**src/rtl/pipe_pkg.sv**
```systemverilog
// Shared definitions for the instruction fetch stage and the ALU pipeline.
// - Instruction word layout {func, rd, rs1, rs2, addr} and field widths.
// - HALT_FUNC: func code that terminates a program.
// - Fetch FSM state encoding.
// - ALU func codes 0..11.
package pipe_pkg;

  localparam int unsigned IW     = 24;
  localparam int unsigned FUNC_W = 4;
  localparam int unsigned REG_W  = 4;
  localparam int unsigned ADDR_W = 8;

  localparam int unsigned FUNC_HI = 23;
  localparam int unsigned FUNC_LO = 20;
  localparam int unsigned RD_HI   = 19;
  localparam int unsigned RD_LO   = 16;
  localparam int unsigned RS1_HI  = 15;
  localparam int unsigned RS1_LO  = 12;
  localparam int unsigned RS2_HI  = 11;
  localparam int unsigned RS2_LO  = 8;
  localparam int unsigned ADDR_HI = 7;
  localparam int unsigned ADDR_LO = 0;

  localparam logic [FUNC_W-1:0] HALT_FUNC = 4'hF;

  typedef enum logic [1:0] {
    StIdle,
    StFetch,
    StDrain,
    StDone
  } fetch_state_e;

  typedef enum logic [3:0] {
    FuncAdd   = 4'd0,
    FuncSub   = 4'd1,
    FuncAnd   = 4'd2,
    FuncOr    = 4'd3,
    FuncXor   = 4'd4,
    FuncShl   = 4'd5,
    FuncShr   = 4'd6,
    FuncSra   = 4'd7,
    FuncSlt   = 4'd8,
    FuncSltu  = 4'd9,
    FuncLoad  = 4'd10,
    FuncStore = 4'd11
  } alu_func_e;

  function automatic logic [FUNC_W-1:0] get_func(input logic [IW-1:0] word);
    return word[FUNC_HI:FUNC_LO];
  endfunction

endpackage

```
**src/rtl/pipe_ibuf.sv**
```systemverilog
// Synchronous show-ahead FIFO used as the instruction prefetch buffer.
// Ports:
// - clk, rst_n : clock, asynchronous active-low reset
// - push/wdata : write an entry (ignored when full unless popping the same cycle)
// - pop        : remove the head entry (ignored when empty)
// - rdata      : head entry, valid whenever !empty
// - empty/full : occupancy flags
// - count      : number of stored entries
module pipe_ibuf #(
  parameter int unsigned Width = 24,
  parameter int unsigned Depth = 4,
  localparam int unsigned PtrW = $clog2(Depth),
  localparam int unsigned CntW = PtrW + 1
) (
  input  logic            clk,
  input  logic            rst_n,
  input  logic            push,
  input  logic            pop,
  input  logic [Width-1:0] wdata,
  output logic [Width-1:0] rdata,
  output logic            empty,
  output logic            full,
  output logic [CntW-1:0] count
);

  logic [Width-1:0] mem_q [Depth];
  logic [PtrW-1:0]  wr_ptr_q, rd_ptr_q;
  logic [CntW-1:0]  count_q;
  logic             do_push, do_pop;

  assign empty   = (count_q == '0);
  assign full    = (count_q == CntW'(Depth));
  assign do_pop  = pop & ~empty;
  // A full buffer still accepts a write when the head leaves in the same cycle.
  assign do_push = push & (~full | do_pop);
  assign rdata   = mem_q[rd_ptr_q];
  assign count   = count_q;

  // Depth is a power of two, so the pointers wrap naturally.
  always_ff @(posedge clk or negedge rst_n) begin
    if (!rst_n) begin
      wr_ptr_q <= '0;
      rd_ptr_q <= '0;
      count_q  <= '0;
      for (int unsigned i = 0; i < Depth; i++) begin
        mem_q[i] <= '0;
      end
    end else begin
      if (do_push) begin
        mem_q[wr_ptr_q] <= wdata;
        wr_ptr_q        <= wr_ptr_q + 1'b1;
      end
      if (do_pop) begin
        rd_ptr_q <= rd_ptr_q + 1'b1;
      end
      if (do_push != do_pop) begin
        count_q <= do_push ? count_q + 1'b1 : count_q - 1'b1;
      end
    end
  end

endmodule

```
**src/rtl/pipe_ifetch.sv**
```systemverilog
// Instruction fetch/issue stage in front of the 4-stage ALU pipeline.
// Fetches 24-bit words over a req/ack handshake, buffers them in a prefetch FIFO and issues
// decoded fields with valid/ready. A HALT word ends fetching; the buffer then drains and
// done pulses.
// Ports:
// - clk, rst_n           : clock, asynchronous active-low reset
// - start, base_pc       : begin a program at base_pc (ignored unless idle)
// - imem_req/addr        : fetch request, held with a stable address until imem_ack
// - imem_ack/rdata       : fetch response
// - issue_valid/ready    : downstream handshake
// - func, rd, rs1, rs2, addr : decoded fields of the buffer head (0 when not valid)
// - busy, done           : program in progress / 1-cycle completion pulse
module pipe_ifetch #(
  parameter int unsigned FIFO_DEPTH = 4,
  parameter int unsigned PCW        = 8,
  parameter logic [3:0]  HALT_FUNC  = pipe_pkg::HALT_FUNC
) (
  input  logic                   clk,
  input  logic                   rst_n,
  input  logic                   start,
  input  logic [PCW-1:0]         base_pc,
  output logic                   imem_req,
  output logic [PCW-1:0]         imem_addr,
  input  logic                   imem_ack,
  input  logic [pipe_pkg::IW-1:0] imem_rdata,
  output logic                   issue_valid,
  input  logic                   issue_ready,
  output logic [3:0]             func,
  output logic [3:0]             rd,
  output logic [3:0]             rs1,
  output logic [3:0]             rs2,
  output logic [7:0]             addr,
  output logic                   busy,
  output logic                   done
);
  import pipe_pkg::*;

  localparam int unsigned CntW = $clog2(FIFO_DEPTH) + 1;

  fetch_state_e   state_q;
  logic [PCW-1:0] pc_q;
  logic           outstanding_q;
  logic           busy_q, done_q;

  logic           ack_ok, is_halt, push, pop, empty, full, credit_ok;
  logic [IW-1:0]  head;
  logic [CntW-1:0] count, count_next;

  // An ack only counts when a request is actually outstanding.
  assign ack_ok  = imem_ack & outstanding_q;
  assign is_halt = (get_func(imem_rdata) == HALT_FUNC);
  assign push    = ack_ok & ~is_halt;
  assign pop     = issue_valid & issue_ready;

  // Credit is judged on the occupancy after this edge, so a new request can follow an ack
  // immediately without ever overrunning the buffer.
  assign count_next = count + CntW'(push) - CntW'(pop);
  assign credit_ok  = (count_next < CntW'(FIFO_DEPTH));

  pipe_ibuf #(
    .Width(IW),
    .Depth(FIFO_DEPTH)
  ) u_ibuf (
    .clk  (clk),
    .rst_n(rst_n),
    .push (push),
    .pop  (pop),
    .wdata(imem_rdata),
    .rdata(head),
    .empty(empty),
    .full (full),
    .count(count)
  );

  always_ff @(posedge clk or negedge rst_n) begin
    if (!rst_n) begin
      state_q       <= StIdle;
      pc_q          <= '0;
      outstanding_q <= 1'b0;
      busy_q        <= 1'b0;
      done_q        <= 1'b0;
    end else begin
      unique case (state_q)
        StIdle: begin
          if (start) begin
            state_q       <= StFetch;
            pc_q          <= base_pc;
            outstanding_q <= 1'b1;
            busy_q        <= 1'b1;
          end
        end
        StFetch: begin
          if (ack_ok) begin
            pc_q <= pc_q + 1'b1;
          end
          if (ack_ok && is_halt) begin
            state_q       <= StDrain;
            outstanding_q <= 1'b0;
          end else if (!outstanding_q || ack_ok) begin
            outstanding_q <= credit_ok;
          end
        end
        StDrain: begin
          if (empty) begin
            state_q <= StDone;
            busy_q  <= 1'b0;
            done_q  <= 1'b1;
          end
        end
        StDone: begin
          state_q <= StIdle;
          done_q  <= 1'b0;
        end
        default: state_q <= StIdle;
      endcase
    end
  end

  assign imem_req    = outstanding_q;
  assign imem_addr   = pc_q;
  assign busy        = busy_q;
  assign done        = done_q;
  assign issue_valid = ~empty;
  assign func        = issue_valid ? head[FUNC_HI:FUNC_LO] : '0;
  assign rd          = issue_valid ? head[RD_HI:RD_LO]     : '0;
  assign rs1         = issue_valid ? head[RS1_HI:RS1_LO]   : '0;
  assign rs2         = issue_valid ? head[RS2_HI:RS2_LO]   : '0;
  assign addr        = issue_valid ? head[ADDR_HI:ADDR_LO] : '0;

  logic unused_full;
  assign unused_full = full;

endmodule
```
**config.mk**
```make
export PLATFORM = sky130hd
export DESIGN_NAME = pipe_ifetch
export DESIGN_NICKNAME = d
export VERILOG_FILES = /design/src/rtl/pipe_pkg.sv /design/src/rtl/pipe_ibuf.sv /design/src/rtl/pipe_ifetch.sv
export SDC_FILE = /design/constraint.sdc
export NUM_CORES = 1
export LEC_CHECK = 0
export ABC_AREA = 1
export BUFFER_PORTS_ARGS = -buffer_cell sky130_fd_sc_hd__buf_2
export CAP_MARGIN = 20
export CORE_ASPECT_RATIO = 1.25
export CORE_MARGIN = 5
export CORE_UTILIZATION = 31
export DETAILED_ROUTE_END_ITERATION = 10
export SYNTH_ARGS = -nofsm -noshare
export SYNTH_HDL_FRONTEND = slang
export SYNTH_HIERARCHICAL = 1
export SYNTH_SLANG_ARGS = --single-unit
export TNS_END_PERCENT = 1
```
**constraint.sdc**
```tcl
create_clock -name clk -period 3.2 [get_ports clk]
set_input_delay 0.8 -clock clk [delete_from_list [all_inputs] [get_ports clk]]
set_output_delay 0.8 -clock clk [all_outputs]
set_load 0.02 [all_outputs]
```
==> run metrics <==
clk slew on worst S/H paths=0.05 ns; drt wl/cell=13.82 microns; All-Layer GR Usage=13.47%; most frequent cells in the layout=143 x nand2_1, 132 x o21ai_0, 116 x dfrtp_1, 90 x nor2_1, 80 x inv_1; drt drc=0; CORE AREA=18780 sq um; Final ANT Viol Nets=0; Max Slew Vio Count=0; GRT overflow=0; GR Layer Usage met1=16.86%; Syn-to-layout area delta=16.76%; antenna cells=0; Layout Nets=816; clk sink count=116; Chip Height=164.7 microns; Inserted Clock Buffers=17; clock latency at the later pin of the worst-skew pair=0.41 ns; busiest grt layer=met2; Placer Congestion=0.7577; # hold bufs at CTS=0; placed cells=979; status=complete, no violations; global-route wire length before repair=23.53 mm; WP buf/inv=3; input/output buffers=72; Total Routed Length=13.96 mm; via count=4696; max incr delay on CP=0.43 ns; fill count=1968; RSZ-0062 raised after global routing=false; Crit path arrival time=2.04 ns; Die ar.=22030 sq um; Hold WS=0.4281 ns; Synth Cell Area=5936 sq um; GR Util met2=21.91%; commonest non-fill, non-tap cell in the layout=nand2_1; worst endpoint required time=2.40 ns; TritonRoute pass-1 iters=4; post-CTS sizing=0; Worst Skew=0.007004 ns; syn nets=754; largest net degree at the start of global routing=53; Setup crit end kind=primary output; final non-filler cell total=1010; CTS tree=built; Max-cap violations=0; startpoint types=flip-flop; vias per cell=4.650; antenna violations before repair=0; vias in the first global route=4667; Synth Area per Inst=8.431 sq um; Pleak=0.003511 uW; Largest delay share family, worst path=buffers and inverters; layout cell share with drive strength beyond 1=19.02%; Synth Instances=704; peak supply drop=0.5230 mV; final hold viol count=0; clock period minus worst slack=2.836 ns; Post-CTS Setup Bufs=0; Hold Path Class=in2async; worst relative slew slack=52.77%; Worst Path Max Fanout=18; Slowest cell on crit path=dfrtp_1; Setup TNS=0 ns; power density cells=1179 nW/um^2; Bufs on Longest Clock Path=2; # rows=56; Final setup viols=0; M3 GR Usage=3.169%; die width=133.8 microns; H-tree depth=4; IO Count=73; CP cell instances=nor2_2 -> nand2_1 -> inv_1 -> buf_4 -> nor2_1 -> buf_2; Clock Root Buffer=clkbuf_16; 1st-iter DRT viols=239; Initial Utilization=31.61%; Max Clk Rate=352.6 MHz; synth warn=6; Final period util=88.62%; Setup CP Type=reg2out; Worst Tran Pin Value=0.7084 ns; dpl hpwl=9.268 mm
## power breakdown
part	leakage, uW	internal, uW	switching (uW)	total (uW)
Combinational	0.00179	1290	2440	3730
Sequential	0.00144	2170	412	2580
Clock	0.000285	1230	640	1870
## per-layer routing
layer | wire [microns] | share of wire (%)
met5 | 0 | 0
met4 | 279 | 2.0
met3 | 612 | 4.4
met2 | 6588 | 47
met1 | 6474 | 46
## stage by stage
stage	worst slack, ns	area, sq um	total power [uW]	util, %
final	0.3641	6930	8174	36.91
after global placement	0.7611	6349	6320	33.81
after global routing	0.2031	6930	8924	36.91
after detailed placement	0.7274	6349	6390	33.81
after floorplan	0.9266	5936	5439	-
after CTS	0.3010	6930	8311	36.91
## state kept, by name, summed over array words and instances (netlist names)
name / flops
busy: 1
done: 1
imem_addr: 8
imem_req: 1
state_q: 2
u_ibuf/count: 3
u_ibuf/mem_q: 96
u_ibuf/rd_ptr_q: 2
u_ibuf/wr_ptr_q: 2
## path summary, 6_finish.rpt
kind | start | end | slack, ns | cells past startpoint
worst min-delay path | rst_n | u_ibuf/mem_q[31] | 0.43 | 1
worst min register to register | u_ibuf/mem_q[25] | u_ibuf/mem_q[25] | 0.48 | 2
max in group asynchronous | rst_n | u_ibuf/mem_q[5] | 2.07 | 2
worst max register to register | u_ibuf/count[0] | u_ibuf/mem_q[12] | 0.80 | 10
min in group clk | u_ibuf/mem_q[25] | u_ibuf/mem_q[25] | 0.48 | 2
worst max-delay path | u_ibuf/count[0] | addr[4] | 0.36 | 6
## area by class of cell
| class | count | area (sq um) | area share, % |
|---|---|---|---|
| clock buffers | 20 | 446.7 | 6.445 |
| clock inverters | 11 | 135.1 | 1.950 |
| inverters | 83 | 334.1 | 4.820 |
| multi-input cells | 466 | 2359 | 34.03 |
| flip-flops and latches | 116 | 2903 | 41.88 |
| well taps | 232 | 290.3 | 4.188 |
| repair buffers | 82 | 462.9 | 6.680 |
Power figures use the tool's default switching activity.
